### src/rtl/pc_lut_alloc.sv
// rtl/pc_lut_alloc.sv - branch-target allocator: encodes a target into a LUT index, allocating on a miss
// Optional flush port is enabled by defining PC_LUT_ALLOC_FLUSH_EN.
module pc_lut_alloc #(
   parameter  int D     = 10,
   parameter  int DEPTH = 16,
   localparam int AW    = $clog2(DEPTH)
) (
   input  logic          clk,
   input  logic          rst_n,
`ifdef PC_LUT_ALLOC_FLUSH_EN
   input  logic          flush,
`endif
   input  logic          req_valid,
   output logic          req_ready,
   input  logic [D-1:0]  req_target,
   output logic          resp_valid,
   input  logic          resp_ready,
   output logic [AW-1:0] resp_index,
   output logic          resp_hit,
   output logic          resp_full,
   output logic [AW:0]   count,
   input  logic [AW-1:0] rd_addr,
   output logic [D-1:0]  rd_data
);

   localparam logic [AW:0] CNT_ONE  = (AW+1)'(1);
   localparam logic [AW:0] CNT_FULL = (AW+1)'(DEPTH);

   typedef enum logic [1:0] {IDLE, SEARCH, ALLOC, RESP} state_t;

   state_t        state_q;
   logic [D-1:0]  entry_q [DEPTH];
   logic [D-1:0]  tgt_q;
   logic [AW-1:0] ptr_q;
   logic [AW:0]   count_q;
   logic          req_ready_q;
   logic          resp_valid_q;
   logic [AW-1:0] resp_index_q;
   logic          resp_hit_q;
   logic          resp_full_q;
   logic [D-1:0]  rd_data_q;

   logic flush_d;
   logic accept_d;
   logic last_d;
   logic full_d;
   logic rd_in_range_d;

`ifdef PC_LUT_ALLOC_FLUSH_EN
   assign flush_d = flush & (state_q == IDLE);
`else
   assign flush_d = 1'b0;
`endif

   // A flush cycle masks req_ready so a simultaneous request is not taken.
   assign req_ready     = req_ready_q & ~flush_d;
   assign accept_d      = req_valid & req_ready;
   assign last_d        = ({1'b0, ptr_q} == (count_q - CNT_ONE));
   assign full_d        = (count_q == CNT_FULL);
   assign rd_in_range_d = ({1'b0, rd_addr} < count_q);

   always_ff @(posedge clk or negedge rst_n) begin
      if (!rst_n) begin
         state_q      <= IDLE;
         for (int i = 0; i < DEPTH; i++) entry_q[i] <= '0;
         tgt_q        <= '0;
         ptr_q        <= '0;
         count_q      <= CNT_ONE;
         req_ready_q  <= 1'b1;
         resp_valid_q <= 1'b0;
         resp_index_q <= '0;
         resp_hit_q   <= 1'b0;
         resp_full_q  <= 1'b0;
         rd_data_q    <= '0;
      end else begin
         rd_data_q <= rd_in_range_d ? entry_q[rd_addr] : '0;
         case (state_q)
            IDLE: begin
               if (flush_d) begin
                  for (int i = 1; i < DEPTH; i++) entry_q[i] <= '0;
                  count_q <= CNT_ONE;
               end else if (accept_d) begin
                  tgt_q       <= req_target;
                  ptr_q       <= '0;
                  req_ready_q <= 1'b0;
                  state_q     <= SEARCH;
               end
            end
            SEARCH: begin
               if (entry_q[ptr_q] == tgt_q) begin
                  resp_index_q <= ptr_q;
                  resp_hit_q   <= 1'b1;
                  resp_full_q  <= 1'b0;
                  state_q      <= RESP;
               end else if (last_d && !full_d) begin
                  state_q <= ALLOC;
               end else if (last_d) begin
                  resp_index_q <= '0;
                  resp_hit_q   <= 1'b0;
                  resp_full_q  <= 1'b1;
                  state_q      <= RESP;
               end else begin
                  ptr_q <= ptr_q + AW'(1);
               end
            end
            ALLOC: begin
               // count never equals DEPTH here, so its low bits address the new slot.
               entry_q[count_q[AW-1:0]] <= tgt_q;
               resp_index_q             <= count_q[AW-1:0];
               resp_hit_q               <= 1'b0;
               resp_full_q              <= 1'b0;
               count_q                  <= count_q + CNT_ONE;
               state_q                  <= RESP;
            end
            RESP: begin
               if (!resp_valid_q) begin
                  resp_valid_q <= 1'b1;
               end else if (resp_ready) begin
                  resp_valid_q <= 1'b0;
                  req_ready_q  <= 1'b1;
                  state_q      <= IDLE;
               end
            end
            default: state_q <= IDLE;
         endcase
      end
   end

   assign resp_valid = resp_valid_q;
   assign resp_index = resp_index_q;
   assign resp_hit   = resp_hit_q;
   assign resp_full  = resp_full_q;
   assign count      = count_q;
   assign rd_data    = rd_data_q;

endmodule

### config.mk
export PLATFORM = sky130hd
export DESIGN_NAME = pc_lut_alloc
export DESIGN_NICKNAME = d
export VERILOG_FILES = /design/src/rtl/pc_lut_alloc.sv
export SDC_FILE = /design/constraint.sdc
export NUM_CORES = 1
export LEC_CHECK = 0
export ABC_AREA = 1
export CAP_MARGIN = 25
export CELL_PAD_IN_SITES_DETAIL_PLACEMENT = 2
export CELL_PAD_IN_SITES_GLOBAL_PLACEMENT = 2
export CORE_ASPECT_RATIO = 2
export CORE_MARGIN = 1.5
export CORE_UTILIZATION = 40
export CTS_BUF_LIST = sky130_fd_sc_hd__clkbuf_8
export DETAILED_ROUTE_END_ITERATION = 6
export GPL_TIMING_DRIVEN = 0
export PLACE_DENSITY = 0.95
export REMOVE_ABC_BUFFERS = 1
export SYNTH_ARGS = -nofsm -noshare
export SYNTH_HDL_FRONTEND = slang
export SYNTH_SLANG_ARGS = --single-unit
### constraint.sdc
create_clock -name clk -period 4.4 [get_ports clk]
set_input_delay 0.88 -clock clk [delete_from_list [all_inputs] [get_ports clk]]
set_output_delay 0.88 -clock clk [all_outputs]
set_load 0.02 [all_outputs]
# --- Word-level counts from Yosys, hierarchy flattened ---
# Index checks and enable logic that the tools add are counted.
classes:
  addsub: 3
  order_cmp: 5
  eq_ne: 15
  n_mux: 40
  bitwise_logic: 4
  reduce_logical: 12
op_table:
  columns: ["op", "count"]
  rows:
  - ["$bwmux W160", 1]
  - ["$bmux W10 S4", 2]
  - ["$mux W10", 6]
  - ["$demux W10 S4", 1]
  - ["$mux W4", 7]
  - ["$pmux W4 S2", 2]
  - ["$ge A5 B5 Y1 const B", 3]
  - ["$not A4 Y5", 3]
  - ["$mux W2", 6]
  - ["$ne A2 B2 Y1 const B", 6]
  - ["$mux W1", 11]
  - ["$eq A10 B10 Y1", 1]
  - ["$pmux W2 S4", 1]
  - ["$reduce_and A4 Y1", 2]
  - ["$ne A3 B3 Y1 const B", 2]
  - ["$pmux W1 S2", 3]
  - ["$reduce_bool A2 Y1", 3]
  - ["$add A5 B1 Y5 const B", 1]
  - ["$eq A4 B5 Y1", 1]
  - ["$eq A5 B5 Y1 const B", 1]
  - ["$lt A4 B5 Y1", 1]
  - ["$lt A5 B1 Y1 const B", 1]
  - ["$reduce_and A5 Y1", 1]
  - ["$sub A5 B1 Y5 const B", 1]
  - ["10 further kinds", 12]
totals:
  reg_bits: 199
  output_inout_bits: 23

# --- Longest topological paths before layout ---
# Gate-level depths: netlist (run 1).
depth:
  ltp_word: 7
  ltp_mapped: 20
  depth_no_buf: 18

# --- Worst setup path after synthesis (run 1) ---
# Ideal clock, no wire load.
synth_path:
  path_kind: "register to register"
  startpoint: "register count_q[0], in the netlist count[0]"
  endpoint: "register ptr_q[3]"
  arrival_time_ns: 2.136
  path_slack_ns: 2.138
  path_stages_with_launch: 13
  n_path_buf: 0
  synth_period_minus_slack_ns: 2.262
  path_cell_list: "dfstp_2 > inv_1 > ha_1 > nand2_1 > inv_1 > a2111oi_0 > nand4_1 > inv_1 > nor2_1 > nand2_4 > nand2_2 > nand2_4 > o21ai_0"
synth_between:
  elab_chain_cells: 5
  word_cells_on_any_way: 8
synth_lines:
  columns: ["item", "line", "text"]
  rows:
  - ["from (decl)", "35", "logic [AW:0] count_q;"]
  - ["from (signal assigned)", "112", "count_q <= count_q + CNT_ONE;"]
  - ["$sub A5 B1 Y5 / $eq A5 B5 Y1 (equally long branches)", "58, 59", null]
  - ["$eq A4 B5 Y1 / $logic_not A1 Y1 (equally long branches)", "58, 95", null]
  - ["$logic_and A1 B1 Y1", "95", "end else if (last_d && !full_d) begin"]
  - ["$ne A2 B2 Y1 (no source line)", null, null]
  - ["$reduce_and A5 Y1 (no source line) *", null, null]
  - ["to (signal assigned)", "103", "ptr_q <= ptr_q + AW'(1);"]
  - ["to (decl)", "34", "logic [AW-1:0] ptr_q;"]
# Every way passes the cells marked *; elsewhere a longest branch is shown, timed or not.
# A chain may end at the register's enable or synchronous reset.

# --- Worst setup path in the final report (run 1) ---
layout_path:
  startpoint: "register ptr_q[0]"
  endpoint: "register ptr_q[0]"
layout_between:
  elab_chain_cells: 7
  word_cells_on_any_way: 16
layout_lines:
  columns: ["item", "line", "text"]
  rows:
  - ["$not A4 Y5 (not written as such)", "90", "if (entry_q[ptr_q] == tgt_q) begin"]
  - ["$bmux W10 S4", "90", null]
  - ["$mux W10 (not written as such) (2 in series)", "90", null]
  - ["$eq A10 B10 Y1", "90", null]
  - ["$ne A2 B2 Y1 (no source line)", null, null]
  - ["$reduce_and A5 Y1 (no source line)", null, null]
# Several ways; a longest one is shown, not always the timed one. The select of a mux whose other input is x is not followed.

==> results.tsv, run 1 <==
metric	value	unit
crit_arrival	4440	ps
drive_above_1_share	5.433	%
synth_top_area_share	44.48	%
gp_congestion	0.7807	
pwr_density_cell	698.5	nW/µm²
synth_mux_area_share	0	%
use_met2	60.71	%
antenna_left	0	
drv_slew	0	
cap_violations	0	
crit_start	ptr_q[0]$_DFFE_PN0P_	
synth_xor_area_share	0.7112	%
die_w	120.7	µm
use_met1	38.48	%
final_nets	1510	
routedWlPerCell	28.00	µm
gr-usage-all-layers	34.87	%
die_area	28780	µm²
post-cts-setup-buffers	0	
vias	11640	
drc	0	
drt_iter0_drc	936	
cts_buffers	17	
end_kind	flip-flop	
viasPerCell	6.311	
h-tree-depth	4	
drtPass1Iterations	6	
synthAdderAreaFrac	1.580	%
cts_tree	built	
grt_max_degree	103	
clock_sink_count	199	
worstSetupPathType	flip-flop to flip-flop	
clockRootBuffer	clkbuf_8	
path_max_fanout	61	
max-vdd-ir-drop	448.7	µV
area_growth	10.13	%
fin_ws	406.0	ps
yosys.area_share.simple	24.27	%
core.rowCount	86	
fin_hold_ws	343.0	ps
place_ws	667.3	ps
synth-seq-area-share	44.95	%
wirelength	51630	µm
grt-busiest-layer	met2	
core_area	27440	µm²
finalHoldViolCount	0	
ys_ff_latch	199	
cts_resized	0	
p_leak	0.005662	µW
hp-class	input port to asynchronous set/reset pin	
worstPathRequired	4840	ps
grt_pass1_wl	75180	µm
antenna_found_initial	1	
slew_headroom	19.07	%
synth_compound_area_share	19.11	%
min_period_over_period	90.77	%
synth_cells	1512	
place.port_buffers	40	
tightest_slew	1214	ps
ys_warn_count	0	
outcome	finished, final reports clean	
fmax	250.4	MHz
nFillCells	3155	
synthesis.area	11080	µm²
ys_types	37	
dpl.hpwl	30720	µm
clk_pin_slew	120	ps
synth_top_area_cell	dfrtp_1	
synth_top_family_by_area	simple AND/OR/NAND/NOR gates	
fin_crit	3994	ps
setup_violations	0	
holdBufCountCts	0	
clock_path_buffers	2	
grt_overflow_total	0	
die_h	238.4	µm
startpoint_type	flip-flop	
syn_area_per_cell	7.330	µm²
rsz0062_at_grt	false	
timing.rr.start	ptr_q[0]$_DFFE_PN0P_	
met3_usage	5.617	%
fin_skew	23.62	ps
clock_latency	560	ps
initial_core_util	40.39	%
synth.area.top_cells	dfrtp_1 44%, nand2_1 14%, o21ai_0 10%	
total_power	8526	µW
ios	41	
grt_pass1_vias	13010	
## registers in the layout (all words and copies together) (netlist names), 2 cells and up
| signal | cells |
|---|---|
| state_q | 2 |
| resp_index | 4 |
| count | 5 |
| entry_q | 160 |
| tgt_q | 10 |
| ptr_q | 4 |
| rd_data | 10 |
## stage by stage
stage	cell area [µm²]	cells	TNS (ps)	utilization, %
3_5_place_dp	11750	1807	0	42.81
6_report	12210	1844	0	44.48
5_1_grt	12210	1844	0	44.48
2_1_floorplan	10570	1400	0	-
3_3_place_gp	11410	1792	-1297800	41.59
4_1_cts	12130	1839	0	44.21
## critical path: stages (launching register included)
cell	delay (ps)
dfrtp_4	760
buf_16	320
inv_2	420
buf_12	290
nand2_1	100
nand2_1	80
nand2_1	50
nand3_1	130
nand3_1	100
nand2_1	140
nand2_1	100
nand2_1	100
nand2_1	140
nor2_4	290
nand3_4	190
nand2_4	170
nand2_2	80
nand2_4	100
nand2_1	70
o21ai_1	160
## synth_stat cells, drive strengths merged
cell,n
nand3,138
nor3,3
a221oi,6
nor2,62
a211oi,1
o21ai,241
nand2,434
clkbuf,78
xnor2,3
a22oi,4
nand4,6
buf,34
dfrtp,197
or2,1
a2111oi,1
inv,140
a21oi,99
o31ai,5
ha,14
and3,1
o221ai,1
dfstp,2
a311oi,4
o211ai,31
xor2,6
## cells in the final DEF, fill, tap and decap left out, types with 2 or more instances in the layout
cell type        instances
o21ai_0                230
clkinvlp_4               3
xnor2_1                  3
a21oi_1                 98
bufinv_16                2
buf_16                   7
xor2_1                   6
buf_2                    2
buf_12                   5
nor2_2                   7
o21ai_1                 11
dfrtp_1                195
clkdlybuf4s50_1         36
inv_2                    4
nand4_1                  6
a311oi_1                 4
dfstp_2                  2
nor2_1                  54
clkinv_2                 4
nand2_4                  4
buf_8                    8
o211ai_1                31
nor3_1                   3
ha_1                    14
a22oi_1                  4
clkinv_4                 3
clkbuf_8                18
nand3_2                  2
nand2_1                427
a221oi_1                 6
inv_1                  138
nand3_1                135
nand2_2                  3
o31ai_1                  5
## per-layer routing
layer  up-vias  part of all wire [%]
li1       4863                     -
met3       242                   5.7
met2       524                    51
met1      6008                    36
met4         0                   7.1
met5         -                     0
## area by class of cell
class | instances | area (µm²) | share of cell area (%)
multi-input cells | 1061 | 5075 | 41.58
flip-flops and latches | 199 | 4987 | 40.86
repair buffers | 59 | 790.8 | 6.479
well taps | 352 | 440.4 | 3.608
inverters | 140 | 525.5 | 4.305
clock buffers | 18 | 247.7 | 2.030
clock inverters | 14 | 136.4 | 1.117
diodes | 1 | 2.502 | 0.02050
## cells by family after synthesis
family | after synthesis
XOR/XNOR | 9
buffers and inverters | 252
AND/OR/NAND/NOR | 645
flip-flops | 199
AO/OA/AOI/OAI | 393
adder cells (fa/ha/maj) | 14
## power breakdown
group          switching [µW]  internal [µW]  total [µW]  leakage [µW]
combinational            2720           1210        3930       0.00292
sequential                756           2590        3340       0.00255
clock                     739            512        1250      0.000197
total                    4220           4310        8530       0.00566
## final timing paths
check                                                 end  slack, ps  cells after the start
worst max-delay path                 ptr_q[0]$_DFFE_PN0P_        410                     19
worst min-delay path              entry_q[93]$_DFFE_PN0P_        340                      1
min in group clk                resp_index[2]$_DFFE_PN0P_        490                      2
worst min register to register  resp_index[2]$_DFFE_PN0P_        490                      2
max in group asynchronous            ptr_q[0]$_DFFE_PN0P_       2920                      2
worst max register to register       ptr_q[0]$_DFFE_PN0P_        410                     19
(Power assumes the default switching activity.)
==> run 2: changes to the inputs <==
--- a/config.mk
+++ b/config.mk
@@ -7,12 +7,13 @@
 export LEC_CHECK = 0
 export ABC_AREA = 1
 export CAP_MARGIN = 25
-export CELL_PAD_IN_SITES_DETAIL_PLACEMENT = 2
-export CELL_PAD_IN_SITES_GLOBAL_PLACEMENT = 2
+export CELL_PAD_IN_SITES_DETAIL_PLACEMENT = 0
+export CELL_PAD_IN_SITES_GLOBAL_PLACEMENT = 1
 export CORE_ASPECT_RATIO = 2
 export CORE_MARGIN = 1.5
-export CORE_UTILIZATION = 40
-export CTS_BUF_LIST = sky130_fd_sc_hd__clkbuf_8
+export CORE_UTILIZATION = 50
+export CTS_BUF_LIST = sky130_fd_sc_hd__clkbuf_4
+export CTS_CLUSTER_SIZE = 20
 export DETAILED_ROUTE_END_ITERATION = 6
 export GPL_TIMING_DRIVEN = 0
 export PLACE_DENSITY = 0.95
==> run 2 against run 1 <==
  * Worst hold slack got worse by 110 ps
  * Global-route usage decreased by 5.0 points
  * Worst setup slack improved by 580 ps
  * Critical path depth decreased by 4
  * Die area decreased by 20%
  * Register-to-register slack improved by 580 ps
  * Total power decreased by 13%
  * Combinational power decreased by 15%
  * Via count decreased by 12%
==> results.tsv, run 2 (synthesis gave the netlist of run 1 again) <==
metric	value	unit	change
min_period_over_period	77.52	%	-13 points
clock_latency	640	ps	+80 ps
total_power	7418	µW	-13%
drtPass1Iterations	6		unchanged
gr-usage-all-layers	29.88	%	-5.0 points
grt_pass1_wl	51960	µm	-31%
hp-class	input port to asynchronous set/reset pin		
crit_arrival	3950	ps	-490 ps
clock_path_buffers	2		unchanged
grt_max_degree	114		+11%
largest_reg_flops	160		unchanged
cts_tree	built		
core_area	21680	µm²	-21%
cap_violations	0		unchanged
top_register	entry_q		
grt_overflow_total	0		unchanged
fin_skew	25.72	ps	+2.107 ps
drt_iter0_drc	844		-9.8%
viasPerCell	5.803		-8.0%
fin_crit	3411	ps	-583.0 ps
startpoint_type	flip-flop		
cts_buffers	17		unchanged
drc	0		unchanged
fmax	293.2	MHz	+17%
holdBufCountCts	0		unchanged
clk_pin_slew	160	ps	+40 ps
critPathTopFamily	simple AND/OR/NAND/NOR gates		
slew_headroom	23.81	%	+4.7 points
antenna_found_initial	1		unchanged
clock_sink_count	199		unchanged
h-tree-depth	4		unchanged
crit_chain	buf_16, inv_1, nand3_1, nand3_1, nand3_1, nand2_1, nand2_1, nor2_4, nand3_4, nand2_2, nand2_2, nand2_4, nand2_4, nand2_1, nand2_1		
drv_slew	0		unchanged
pwr_density_cell	627.3	nW/µm²	-10%
tightest_slew	1139	ps	-74.68 ps
finalHoldViolCount	0		unchanged
final_common_cell	nand2_1		
max-vdd-ir-drop	380.2	µV	-15%
antenna_left	0		unchanged
final_nets	1504		-0.40%
path_max_fanout	20		-67%
critPathSlowestCell	inv_1		
dpl.hpwl	20140	µm	-34%
critPathBufInv	2		-1
drive_above_1_share	4.788	%	-0.65 points
outcome	finished, final reports clean		
grt_pass1_vias	9623		-26%
gp_congestion	0.8429		+8.0%
post-cts-setup-buffers	0		unchanged
final_cell_mix	427 x nand2_1, 230 x o21ai_0, 195 x dfrtp_1		
finalNonFillerCells	1757		-4.7%
rsz0062_at_grt	false		
fin_ws	989.0	ps	+583.0 ps
end_kind	flip-flop		
place_ws	698.7	ps	+31.37 ps
worstPathRequired	4940	ps	+100 ps
ios	41		unchanged
worstSetupPathType	flip-flop to flip-flop		
routedWlPerCell	18.58	µm	-34%
dp.cells	1726		-4.5%
crit_top_cell	nand2_1		
die_area	23120	µm²	-20%
initial_core_util	51.12	%	+11 points
die_h	213.6	µm	-10%
die_w	108.3	µm	-10%
area_growth	6.705	%	
slowest_delay	780	ps	+20 ps
clockRootBuffer	clkbuf_4		
core.rowCount	76		-12%
wirelength	32640	µm	-37%
setup_violations	0		unchanged
p_leak	0.005544	µW	-2.1%
vias	10200		-12%
cts_resized	0		unchanged
place.port_buffers	40		unchanged
run 2: changes by cell type in the layout (fill, tap and decap cells not counted):
cell and delta:
clkinvlp_4 -3, nor2_1 +1, clkinv_2 +3, clkinv_4 -2, buf_16 -3, clkbuf_4 +17, nor2_2 -1, buf_12 -1
clkbuf_8 -18, clkinv_1 +3, inv_1 -2, buf_8 -3, buf_6 +1
run 2: through the flow:
step / utilization, % / cell area (µm²) / hold slack [ps] / setup TNS [ps]
2_1_floorplan: - / 10570 / 453.0 / 0
3_3_place_gp: 52.18 / 11310 / 459.5 / -1242080
3_5_place_dp: 53.42 / 11580 / 458.5 / 0
4_1_cts: 54.54 / 11820 / 229.9 / 0
5_1_grt: 54.55 / 11830 / 242.4 / 0
6_report: 54.55 / 11830 / 233.3 / 0
run 2: metal layers:
layer / part of all wire, % / wire length, µm / track usage, % / vias up
met3: 6.8 / 2226 / 4.559 / 83
li1: - / - / - / 4868
met4: 4.0 / 1317 / 14.29 / 0
met1: 40 / 13110 / 37.47 / 4814
met2: 49 / 15980 / 50.13 / 431
met5: 0 / 0 / 0 / -
run 2: final timing paths:
check                      cells past startpoint                         to                      start  slack (ps)
hold reg to reg                                2  resp_index[3]$_DFFE_PN0P_  resp_index[3]$_DFFE_PN0P_         500
hold / removal                                 1    entry_q[27]$_DFFE_PN0P_                      rst_n         230
min in group clk                               2  resp_index[3]$_DFFE_PN0P_  resp_index[3]$_DFFE_PN0P_         500
setup reg to reg                              15  resp_index[0]$_DFFE_PN0P_       ptr_q[2]$_DFFE_PN0P_         990
max in group asynchronous                      2    entry_q[84]$_DFFE_PN0P_                      rst_n        3090
setup / recovery                              15  resp_index[0]$_DFFE_PN0P_       ptr_q[2]$_DFFE_PN0P_         990
run 2: power breakdown:
| part | switching, µW | leakage (µW) | internal (µW) |
|---|---|---|---|
| combinational | 2150 | 0.00285 | 1180 |
| sequential | 577 | 0.00255 | 2580 |
| clock | 615 | 0.000143 | 319 |
| total | 3340 | 0.00554 | 4080 |
run 2: layout make-up:
cell class              instances  area (µm²)
multi-input cells            1061        5072
clock inverters                13       115.1
well taps                     273       341.6
inverters                     140       525.5
fillers                      2159        9854
clock buffers                  17       127.6
diodes                          1       2.502
repair buffers                 53       654.4
flip-flops and latches        199        4987
